File: src/rtl/lsu_access_ctrl.sv
// MEM-stage load/store controller: one outstanding req/ack data-memory access, lane steering and load extension.
// Optional misaligned-access trap is compiled in with `define LSU_MISALIGN_TRAP_EN.
module lsu_access_ctrl #(
  parameter int unsigned MAX_WAIT = 255
) (
  input  logic        clk_i,
  input  logic        rst_n_i,
  input  logic        req_valid_i,
  input  logic        mem_write_i,
  input  logic [2:0]  width_src_i,
  input  logic [31:0] addr_i,
  input  logic [31:0] store_data_i,
  output logic        stall_o,
  output logic        done_o,
  output logic [31:0] load_data_o,
  output logic        bus_err_o,
  output logic        misalign_o,
  output logic        dmem_req_o,
  output logic        dmem_we_o,
  output logic [31:0] dmem_addr_o,
  output logic [3:0]  dmem_be_o,
  output logic [31:0] dmem_wdata_o,
  input  logic        dmem_ack_i,
  input  logic [31:0] dmem_rdata_i
);

  typedef enum logic [1:0] {
    ST_IDLE   = 2'd0,
    ST_ACCESS = 2'd1,
    ST_DONE   = 2'd2
  } state_e;

  typedef enum logic [1:0] {
    SZ_WORD = 2'd0,
    SZ_BYTE = 2'd1,
    SZ_HALF = 2'd2
  } size_e;

  // Counter value seen in the last ACCESS cycle before the abort.
  localparam logic [15:0] WaitLast = 16'(MAX_WAIT - 1);

  state_e      state_q, state_d;
  logic [15:0] cnt_q, cnt_d;
  size_e       size_q, size_d;
  logic        uns_q, uns_d;
  logic [1:0]  off_q, off_d;
  logic        req_q, req_d;
  logic        we_q, we_d;
  logic [31:0] daddr_q, daddr_d;
  logic [3:0]  be_q, be_d;
  logic [31:0] wdata_q, wdata_d;
  logic [31:0] load_q, load_d;
  logic        err_q, err_d;
  logic        mis_q, mis_d;

  size_e       req_size;
  logic [3:0]  req_be;
  logic [31:0] req_wdata;
  logic        req_misalign;

  logic [7:0]  rd_byte;
  logic [15:0] rd_half;
  logic [31:0] rd_ext;

  // Undefined codes 011/100/111 fall through to word.
  always_comb begin
    case (width_src_i[1:0])
      2'b01:   req_size = SZ_BYTE;
      2'b10:   req_size = SZ_HALF;
      default: req_size = SZ_WORD;
    endcase
  end

  always_comb begin
    req_be    = 4'b1111;
    req_wdata = store_data_i;
    case (req_size)
      SZ_BYTE: begin
        req_be    = 4'b0001 << addr_i[1:0];
        req_wdata = {4{store_data_i[7:0]}};
      end
      SZ_HALF: begin
        req_be    = 4'b0011 << {addr_i[1], 1'b0};
        req_wdata = {2{store_data_i[15:0]}};
      end
      default: ;
    endcase
  end

`ifdef LSU_MISALIGN_TRAP_EN
  assign req_misalign = ((req_size == SZ_HALF) && addr_i[0]) ||
                        ((req_size == SZ_WORD) && (addr_i[1:0] != 2'b00));
`else
  assign req_misalign = 1'b0;
`endif

  always_comb begin
    case (off_q)
      2'd0:    rd_byte = dmem_rdata_i[7:0];
      2'd1:    rd_byte = dmem_rdata_i[15:8];
      2'd2:    rd_byte = dmem_rdata_i[23:16];
      default: rd_byte = dmem_rdata_i[31:24];
    endcase
    rd_half = off_q[1] ? dmem_rdata_i[31:16] : dmem_rdata_i[15:0];
    case (size_q)
      SZ_BYTE: rd_ext = uns_q ? {24'd0, rd_byte} : {{24{rd_byte[7]}}, rd_byte};
      SZ_HALF: rd_ext = uns_q ? {16'd0, rd_half} : {{16{rd_half[15]}}, rd_half};
      default: rd_ext = dmem_rdata_i;
    endcase
  end

  always_comb begin
    state_d = state_q;
    cnt_d   = cnt_q;
    size_d  = size_q;
    uns_d   = uns_q;
    off_d   = off_q;
    req_d   = req_q;
    we_d    = we_q;
    daddr_d = daddr_q;
    be_d    = be_q;
    wdata_d = wdata_q;
    load_d  = load_q;
    err_d   = err_q;
    mis_d   = mis_q;

    case (state_q)
      ST_IDLE: begin
        if (req_valid_i) begin
          size_d  = req_size;
          uns_d   = width_src_i[2];
          off_d   = addr_i[1:0];
          daddr_d = {addr_i[31:2], 2'b00};
          be_d    = req_be;
          wdata_d = req_wdata;
          if (req_misalign) begin
            state_d = ST_DONE;
            mis_d   = 1'b1;
            load_d  = 32'd0;
          end else begin
            state_d = ST_ACCESS;
            req_d   = 1'b1;
            we_d    = mem_write_i;
            cnt_d   = 16'd0;
          end
        end
      end

      ST_ACCESS: begin
        // An ack in the timeout cycle takes priority over the abort.
        if (dmem_ack_i) begin
          state_d = ST_DONE;
          req_d   = 1'b0;
          we_d    = 1'b0;
          load_d  = we_q ? 32'd0 : rd_ext;
        end else if (cnt_q == WaitLast) begin
          state_d = ST_DONE;
          req_d   = 1'b0;
          we_d    = 1'b0;
          err_d   = 1'b1;
          load_d  = 32'd0;
        end else begin
          cnt_d = cnt_q + 16'd1;
        end
      end

      ST_DONE: begin
        state_d = ST_IDLE;
        load_d  = 32'd0;
        err_d   = 1'b0;
        mis_d   = 1'b0;
      end

      default: state_d = ST_IDLE;
    endcase
  end

  always_ff @(posedge clk_i or negedge rst_n_i) begin
    if (!rst_n_i) begin
      state_q <= ST_IDLE;
      cnt_q   <= 16'd0;
      size_q  <= SZ_WORD;
      uns_q   <= 1'b0;
      off_q   <= 2'd0;
      req_q   <= 1'b0;
      we_q    <= 1'b0;
      daddr_q <= 32'd0;
      be_q    <= 4'd0;
      wdata_q <= 32'd0;
      load_q  <= 32'd0;
      err_q   <= 1'b0;
      mis_q   <= 1'b0;
    end else begin
      state_q <= state_d;
      cnt_q   <= cnt_d;
      size_q  <= size_d;
      uns_q   <= uns_d;
      off_q   <= off_d;
      req_q   <= req_d;
      we_q    <= we_d;
      daddr_q <= daddr_d;
      be_q    <= be_d;
      wdata_q <= wdata_d;
      load_q  <= load_d;
      err_q   <= err_d;
      mis_q   <= mis_d;
    end
  end

  // Stall drops in DONE so the pipeline advances at the end of the completion cycle.
  assign stall_o      = ((state_q == ST_IDLE) && req_valid_i) || (state_q == ST_ACCESS);
  assign done_o       = (state_q == ST_DONE);
  assign load_data_o  = load_q;
  assign bus_err_o    = err_q;
  assign misalign_o   = mis_q;
  assign dmem_req_o   = req_q;
  assign dmem_we_o    = we_q;
  assign dmem_addr_o  = daddr_q;
  assign dmem_be_o    = be_q;
  assign dmem_wdata_o = wdata_q;

endmodule

File: config.mk
export PLATFORM = sky130hd
export DESIGN_NAME = lsu_access_ctrl
export DESIGN_NICKNAME = d
export VERILOG_FILES = /design/src/rtl/lsu_access_ctrl.sv
export SDC_FILE = /design/constraint.sdc
export NUM_CORES = 1
export LEC_CHECK = 0
export ABC_AREA = 1
export CORE_ASPECT_RATIO = 2
export CORE_MARGIN = 2
export CORE_UTILIZATION = 51
export CTS_BUF_LIST = sky130_fd_sc_hd__clkbuf_8
export DETAILED_ROUTE_END_ITERATION = 8
export PLACE_DENSITY_LB_ADDON = 0.08
export SETUP_SLACK_MARGIN = 0.05
export SLEW_MARGIN = 5
export SYNTH_ARGS = -nofsm -noshare
export SYNTH_HDL_FRONTEND = slang
export SYNTH_SLANG_ARGS = --single-unit
File: constraint.sdc
create_clock -name clk_i -period 4.1 [get_ports clk_i]
set_input_delay 0.82 -clock clk_i [delete_from_list [all_inputs] [get_ports clk_i]]
set_output_delay 0.82 -clock clk_i [all_outputs]
set_load 0.03 [all_outputs]
# After elaboration in Yosys (flattened, before gate mapping)
# Cells that the tools add are included.
totals:
  regBits: 124
  mem_count: 0
  in_bits: 104
  ram_bits: 0
  latch_bits: 0
  mem_bits_ro: 0
classes:
  n_eq_ne: 16
  shift: 2
  bitwise_logic: 0
  n_addsub: 1
  mux: 29
  mul: 0
  magnitude_cmp: 0
  reduce_logical: 12
  div: 0
op_table:
  columns: ["op", "n"]
  rows:
  - ["$pmux W32 S2", 3]
  - ["$mux W32", 5]
  - ["$mux W16", 4]
  - ["$pmux W16 S2", 1]
  - ["$pmux W8 S3", 1]
  - ["$add A16 B1 Y16 const B", 1]
  - ["$eq A16 B8 Y1 const B", 1]
  - ["$eq A2 B1 Y1 const B", 5]
  - ["$eq A2 B2 Y1 const B", 5]
  - ["$ne A2 B2 Y1 const B", 4]
  - ["$pmux W2 S2", 2]
  - ["$pmux W4 S2", 1]
  - ["$mux W1", 6]
  - ["$mux W2", 3]
  - ["$pmux W1 S2", 3]
  - ["$reduce_and A2 Y1", 3]
  - ["$reduce_and A3 Y1", 2]
  - ["$logic_not A2 Y1", 2]
  - ["$reduce_and A4 Y1", 1]
  - ["$reduce_bool A2 Y1", 2]
  - ["$shl A1 B2 Y4 const A", 1]
  - ["$shl A2 B2 Y4 const A", 1]
  - ["$ne A3 B3 Y1 const B", 1]
  - ["$logic_and A1 B1 Y1", 1]
  - ["$logic_or A1 B1 Y1", 1]

# Depth between registers and ports, before layout
# Gate-level depths: netlist of run 1.
logic_depth:
  depth_word: 7
  mapped_depth: 10

# Least setup slack after synthesis of run 1
# No wires, ideal clock.
synth_path:
  path_kind: "input to register"
  start: "input width_src_i[0]"
  end: "register wdata_q[18] (netlist: dmem_wdata_o[18])"
  path_stages: 7
  required_time_ps: 3966
  path_buffers: 2
  arrival_time_ps: 1844
  slack_ps: 2122
  setup_time_ps: 134
  path_cell_list: "inv_1 -> ha_1 -> clkbuf_1 -> clkbuf_1 -> nor3_1 -> a21oi_1 -> o21ai_0"
synth_via:
  elab_chain_len: 4
synth_rtl:
  columns: ["item", "line", "rtl"]
  rows:
  - ["start: declaration", "10", "input logic [2:0] width_src_i,"]
  - ["$eq A2 B2 Y1 or $eq A2 B1 Y1 (tied branches)", "67", "case (width_src_i[1:0])"]
  - ["$pmux W2 S2 *", "67", null]
  - ["$eq A2 B2 Y1 or $eq A2 B1 Y1 (tied branches)", "77", "case (req_size)"]
  - ["$pmux W32 S2 *", "77", null]
  - ["end signal: assignment", "203", "wdata_q <= wdata_d;"]
  - ["end: declaration", "51", "logic [31:0] wdata_q, wdata_d;"]
# Mark *: on every way between the ends. The rest lies on a longest branch, timed or not.
# A chain may end at the register's enable or synchronous reset.

# Worst setup path in the final report of run 1
layout_path:
  start: "input req_valid_i"
  end: "output stall_o"
layout_via:
  elab_chain_len: 2
layout_rtl:
  columns: ["item", "line", "rtl"]
  rows:
  - ["start: declaration", "8", "input logic req_valid_i,"]
  - ["$logic_and A1 B1 Y1", "211", "assign stall_o = ((state_q == ST_IDLE) && req_valid_i) || (state_q == ST_ACCESS);"]
  - ["$logic_or A1 B1 Y1", "211", null]
  - ["end: declaration", "13", "output logic stall_o,"]
# Every way passes these cells.

==> flow_summary.json, run 1 <==
{
  "min_path_type": "input port to asynchronous set/reset pin",
  "synth_edf_count": 0,
  "synth_cell_types": 31,
  "critical_path_class": "input port to output pin",
  "final_cell_count_no_fill": 1178,
  "area_growth_pct": 39.2,
  "yosysWarningCount": 0,
  "status": "finished clean",
  "finalMaxSlewViolations": 0,
  "synth_flop_cell": "dfrtp_1",
  "synth_area_per_cell_um2": 7.54,
  "gp_congestion": 0.905,
  "core-area_um2": 12100,
  "nets": 1131,
  "grtUsageTotal_pct": 28.2,
  "insertion_delay_ns": 0.43,
  "ctsRootBufferMaster": "clkbuf_8",
  "vias_per_cell": 5.31,
  "powerDensity_nw_per_um2": 672,
  "die_area_um2": 13300,
  "fillers": 1000,
  "via_count": 6250,
  "antenna_found_initial": 0,
  "drive_gt1_share_pct": 4.75,
  "worst_pin_slew_ns": 1.14,
  "p_leak_nw": 4.10,
  "post_cts_buffers": 0,
  "slew_headroom_pct": 23.8,
  "cts-resized-gates": 0,
  "first_global_vias": 6107,
  "skew_ns": 0.0144,
  "rows": 57,
  "critical_path_arrival_ns": 2.16,
  "drc": 0,
  "cts-hold-fix-buffers": 0,
  "cts_tree": "done",
  "ios": 210,
  "cts-buffers-inserted": 17,
  "grt_pass1_wl_um": 29300,
  "netlist_area_um2": 6290,
  "fin_tns_setup_ns": 0,
  "globalRoute.totalOverflow": 0,
  "ant_nets": 0,
  "start_kind": "input port",
  "rsz0062_at_grt": "no",
  "routed_wl_um": 18100,
  "drt-pass1-iter-count": 6,
  "grt_max_degree": 86,
  "syn_inst": 834,
  "cts.sinks": 124,
  "clk_pin_slew_ns": 0.07,
  "wl_per_cell_um": 15.3,
  "dieHeight_um": 161,
  "placed_cells": 1148,
  "min_period_over_period_pct": 72.6,
  "htree_levels": 4,
  "setup_viol": 0,
  "seq_area_frac_synth_pct": 49.3,
  "start_util_pct": 51.9,
  "dp_hpwl_um": 12900,
  "cts_buffer_depth": 2,
  "drv_cap": 0,
  "worst-path-max-fanout": 2,
  "worstPathRequired_ns": 3.28,
  "timing.fmax_ghz": 0.336,
  "peakVddDrop_uv": 451,
  "antennaDiodeCount": 0,
  "period_needed_ns": 2.98,
  "synth_seq_cells": 124,
  "timing.hold.ws_ns": 0.437,
  "endpoint_kind": "output pin",
  "drt-initial-drc-count": 384,
  "async_flop_share_pct": 100,
  "port_buffers": 206,
  "final-hold-violation-count": 0,
  "die_w_um": 82.5
}
==> stage by stage <==
stage	power (mW)	instance area, um2	worst slack, ns	util (%)
finish	5.89	8760	1.12	72.2
global route	6.25	8760	1.07	72.2
CTS	5.92	8760	1.12	72.2
detailed placement	4.83	8370	1.12	69.0
global placement	4.79	8370	1.13	69.0
floorplan	3.62	6300	2.12	-
==> logic make-up after synthesis <==
kind of cell / after synthesis / synth area share [%]
simple gates: 469 / 31.4
compound gates: 126 / 10.2
flops: 124 / 49.3
buf+inv: 102 / 6.92
fa+ha+maj: 7 / 1.39
xor+xnor: 5 / 0.696
other cells: 1 / 0.0596
==> worst max-delay path, cell delays in order <==
cell             delay, ns
clkdlybuf4s50_1       0.46
nand2_1               0.10
nand2_1               0.11
clkdlybuf4s50_1       0.67
==> cells in the mapped netlist (all sizes together) (5+ instances only) <==
cell,count,area share (%)
nand2,306,18
dfrtp,124,49
nand4,43,4.3
o21ai,72,5.8
clkbuf,19,1.1
a21oi,51,4.1
xor2,5,0.70
buf,29,2.6
inv,53,3.2
nand3,37,3.3
ha,7,1.4
nor3,8,0.64
nor2,74,4.7
==> report_power, final <==
group          total (mW)  internal, mW  switching, mW  leakage, nW
clock network        1.08         0.581          0.498        0.185
logic                2.88          1.09           1.79         2.34
registers            1.93          1.65          0.281         1.57
total                5.89          3.32           2.57         4.10
==> worst paths after layout <==
kind                                             startpoint                     endpoint  slack, ns  depth (start not counted)
worst max-delay path                            req_valid_i                      stall_o       1.12                          4
max in group asynchronous                           rst_n_i         cnt_q[7]$_DFFE_PN0P_       2.63                          2
min in group clk_i              dmem_addr_o[26]$_DFFE_PN0P_  dmem_addr_o[26]$_DFFE_PN0P_       0.47                          2
worst max register to register       state_q[0]$_DFFE_PN0P_  load_data_o[14]$_DFFE_PN0P_       1.62                          5
worst min-delay path                                rst_n_i   dmem_addr_o[5]$_DFFE_PN0P_       0.44                          1
worst min register to register  dmem_addr_o[26]$_DFFE_PN0P_  dmem_addr_o[26]$_DFFE_PN0P_       0.47                          2
==> state kept, by name (all words and copies together) (netlist names) <==
name          cells
state_q           2
size_q            2
dmem_req_o        1
dmem_we_o         1
load_data_o      32
dmem_addr_o      30
bus_err_o         1
cnt_q            16
off_q             2
dmem_be_o         4
dmem_wdata_o     32
uns_q             1
==> final cells by class <==
cell class	instances	area, um2	area share, %
Multi-Input combinational cell	610	2770	31.6
Clock inverter	10	116	1.33
Timing Repair Buffer	213	2110	24.1
Tap cell	147	184	2.10
Sequential cell	124	3100	35.4
Inverter	54	203	2.31
Clock buffer	20	275	3.14
==> per-layer routing <==
| metal | vias up | part of all wire, % | routed length (um) | GRT usage, % |
|---|---|---|---|---|
| met2 | 253 | 52 | 9370 | 47.4 |
| met4 | 0 | 3.5 | 639 | 12.1 |
| met3 | 47 | 7.2 | 1300 | 8.66 |
| met1 | 2889 | 37 | 6760 | 32.4 |
| li1 | 3061 | - | - | - |
| met5 | - | 0 | 0 | 0 |
==> layout by cell type (no fill, tap or decap), types with 3 or more instances in the layout <==
cell type	netlist	layout
conb_1	1	3
clkdlybuf4s50_1	0	205
nor2_1	71	71
nand3_1	34	34
ha_1	7	7
buf_4	4	8
dfrtp_1	124	124
nor2_4	2	3
clkbuf_8	0	20
o21ai_1	8	8
nand4_1	43	43
nand2_1	304	304
xor2_1	5	5
a21oi_1	51	51
clkinvlp_4	0	5
inv_1	52	51
o21ai_0	63	63
nor3_1	8	8
No activity file was read; power rests on OpenSTA's default activity.
==> inputs of run 2 (changes only) <==
--- a/config.mk
+++ b/config.mk
@@ -8,7 +8,7 @@
 export ABC_AREA = 1
 export CORE_ASPECT_RATIO = 2
 export CORE_MARGIN = 2
-export CORE_UTILIZATION = 51
+export CORE_UTILIZATION = 48
 export CTS_BUF_LIST = sky130_fd_sc_hd__clkbuf_8
 export DETAILED_ROUTE_END_ITERATION = 8
 export PLACE_DENSITY_LB_ADDON = 0.08
==> constraint.sdc (replaced) <==
create_clock -name clk_i -period 3 [get_ports clk_i]
set_input_delay 0.6 -clock clk_i [delete_from_list [all_inputs] [get_ports clk_i]]
set_output_delay 0.6 -clock clk_i [all_outputs]
set_load 0.03 [all_outputs]
==> flow_summary.json, run 2 (same netlist as run 1, synthesis figures left out) <==
{
  "finalMaxSlewViolations": 0,
  "skew_ns": 0.0213,
  "min_path_type": "input port to asynchronous set/reset pin",
  "antenna_found_initial": 0,
  "powerDensity_nw_per_um2": 907,
  "gp_congestion": 0.860,
  "critical_path_arrival_ns": 1.95,
  "endpoint_kind": "output pin",
  "rr_worst_depth": 8,
  "place_ws_ns": 0.446,
  "drc": 0,
  "via_count": 6229,
  "slew_headroom_pct": 26.0,
  "routed_wl_um": 18500,
  "globalRoute.totalOverflow": 0,
  "ctsRootBufferMaster": "clkbuf_8",
  "setup_viol": 0,
  "die_w_um": 85.0,
  "first_global_vias": 6263,
  "timing.fmax_ghz": 0.392,
  "cts_buffer_depth": 2,
  "clk_pin_slew_ns": 0.08,
  "cts.sinks": 124,
  "die_area_um2": 14100,
  "cts-buffers-inserted": 17,
  "port_buffers": 206,
  "cts-resized-gates": 0,
  "drv_cap": 0,
  "dp_hpwl_um": 13100,
  "drt-initial-drc-count": 306,
  "area_growth_pct": 40.0,
  "mostFrequentLayoutCells": "nand2_1, clkdlybuf4s50_1, dfrtp_1",
  "wl_per_cell_um": 15.6,
  "peakVddDrop_uv": 714,
  "ios": 210,
  "fin_tns_setup_ns": 0,
  "fillers": 1123,
  "start_util_pct": 48.7,
  "htree_levels": 4,
  "reg2reg_slack_ns": 0.88,
  "core-area_um2": 12900,
  "dieHeight_um": 166,
  "grt_max_degree": 86,
  "antennaDiodeCount": 0,
  "final_common_cell": "nand2_1",
  "worst-path-max-fanout": 2,
  "rows": 59,
  "fin_ws_ns": 0.448,
  "p_leak_nw": 4.12,
  "period_needed_ns": 2.55,
  "ant_nets": 0,
  "drt-pass1-iter-count": 5,
  "rsz0062_at_grt": "no",
  "start_kind": "input port",
  "min_period_over_period_pct": 85.1,
  "cts-hold-fix-buffers": 0,
  "critical_path_class": "input port to output pin",
  "nets": 1135,
  "vias_per_cell": 5.24,
  "grt_pass1_wl_um": 31100,
  "grtUsageTotal_pct": 27.3,
  "worst_pin_slew_ns": 1.11,
  "cts_tree": "done",
  "slowest_stage": "clkdlybuf4s50_1",
  "drive_gt1_share_pct": 5.30,
  "critical_path.cell_chain": "clkdlybuf4s50_1, nand2_1, nand2_1, clkdlybuf4s50_1",
  "status": "finished clean",
  "worstPathRequired_ns": 2.40,
  "max_stage_delay_ns": 0.67,
  "final-hold-violation-count": 0,
  "insertion_delay_ns": 0.44,
  "post_cts_buffers": 0
}
[run 2: area by class of cell]
class,count,area (um2),area share [%]
sequential,124,3100,35.2
multi-input combinational,610,2770,31.4
timing repair buffer,217,2180,24.7
clock buffer,17,234,2.66
inverter,54,203,2.30
tap,152,190,2.16
clock inverter,15,131,1.49
[run 2: power breakdown]
group / internal (mW) / switching [mW]
Sequential: 2.25 / 0.395
Combinational: 1.51 / 2.44
Clock: 0.600 / 0.783
[run 2: metal layers]
metal	GRT usage, %	wire length [um]	up-vias	share of wire (%)
met2	47.1	9730	225	52
met5	0	0	-	0
met4	9.94	590	0	3.2
li1	-	-	3072	-
met1	31.2	6830	2894	37
met3	8.75	1380	38	7.5
[run 2: worst max-delay path, delay by kind of cell]
| family | cells | cell delay (ns) |
|---|---|---|
| buffers and inverters | 2 | 1.13 |
| and+or+nand+nor | 2 | 0.22 |
[run 2: worst paths after layout]
check                                            from                            to
min                                           rst_n_i    load_data_o[6]$_DFFE_PN0P_
max                                       req_valid_i                       stall_o
min reg2reg                dmem_addr_o[3]$_DFFE_PN0P_    dmem_addr_o[3]$_DFFE_PN0P_
max in group asynchronous                     rst_n_i  dmem_wdata_o[28]$_DFFE_PN0P_
max reg2reg                     size_q[0]$_DFFE_PN0P_   load_data_o[18]$_DFFE_PN0P_
min in group clk_i         dmem_addr_o[3]$_DFFE_PN0P_    dmem_addr_o[3]$_DFFE_PN0P_
[run 2: per-stage QoR]
stage	instances	hold slack [ns]	instance area (um2)	power, mW	util, %
after floorplan	836	0.304	6300	4.94	-
after global placement	1157	0.453	8440	6.58	65.3
after detailed placement	1157	0.460	8440	6.64	65.3
after CTS	1189	0.171	8810	8.05	68.2
after global routing	1189	0.187	8810	8.51	68.2
final	1189	0.158	8810	7.99	68.2
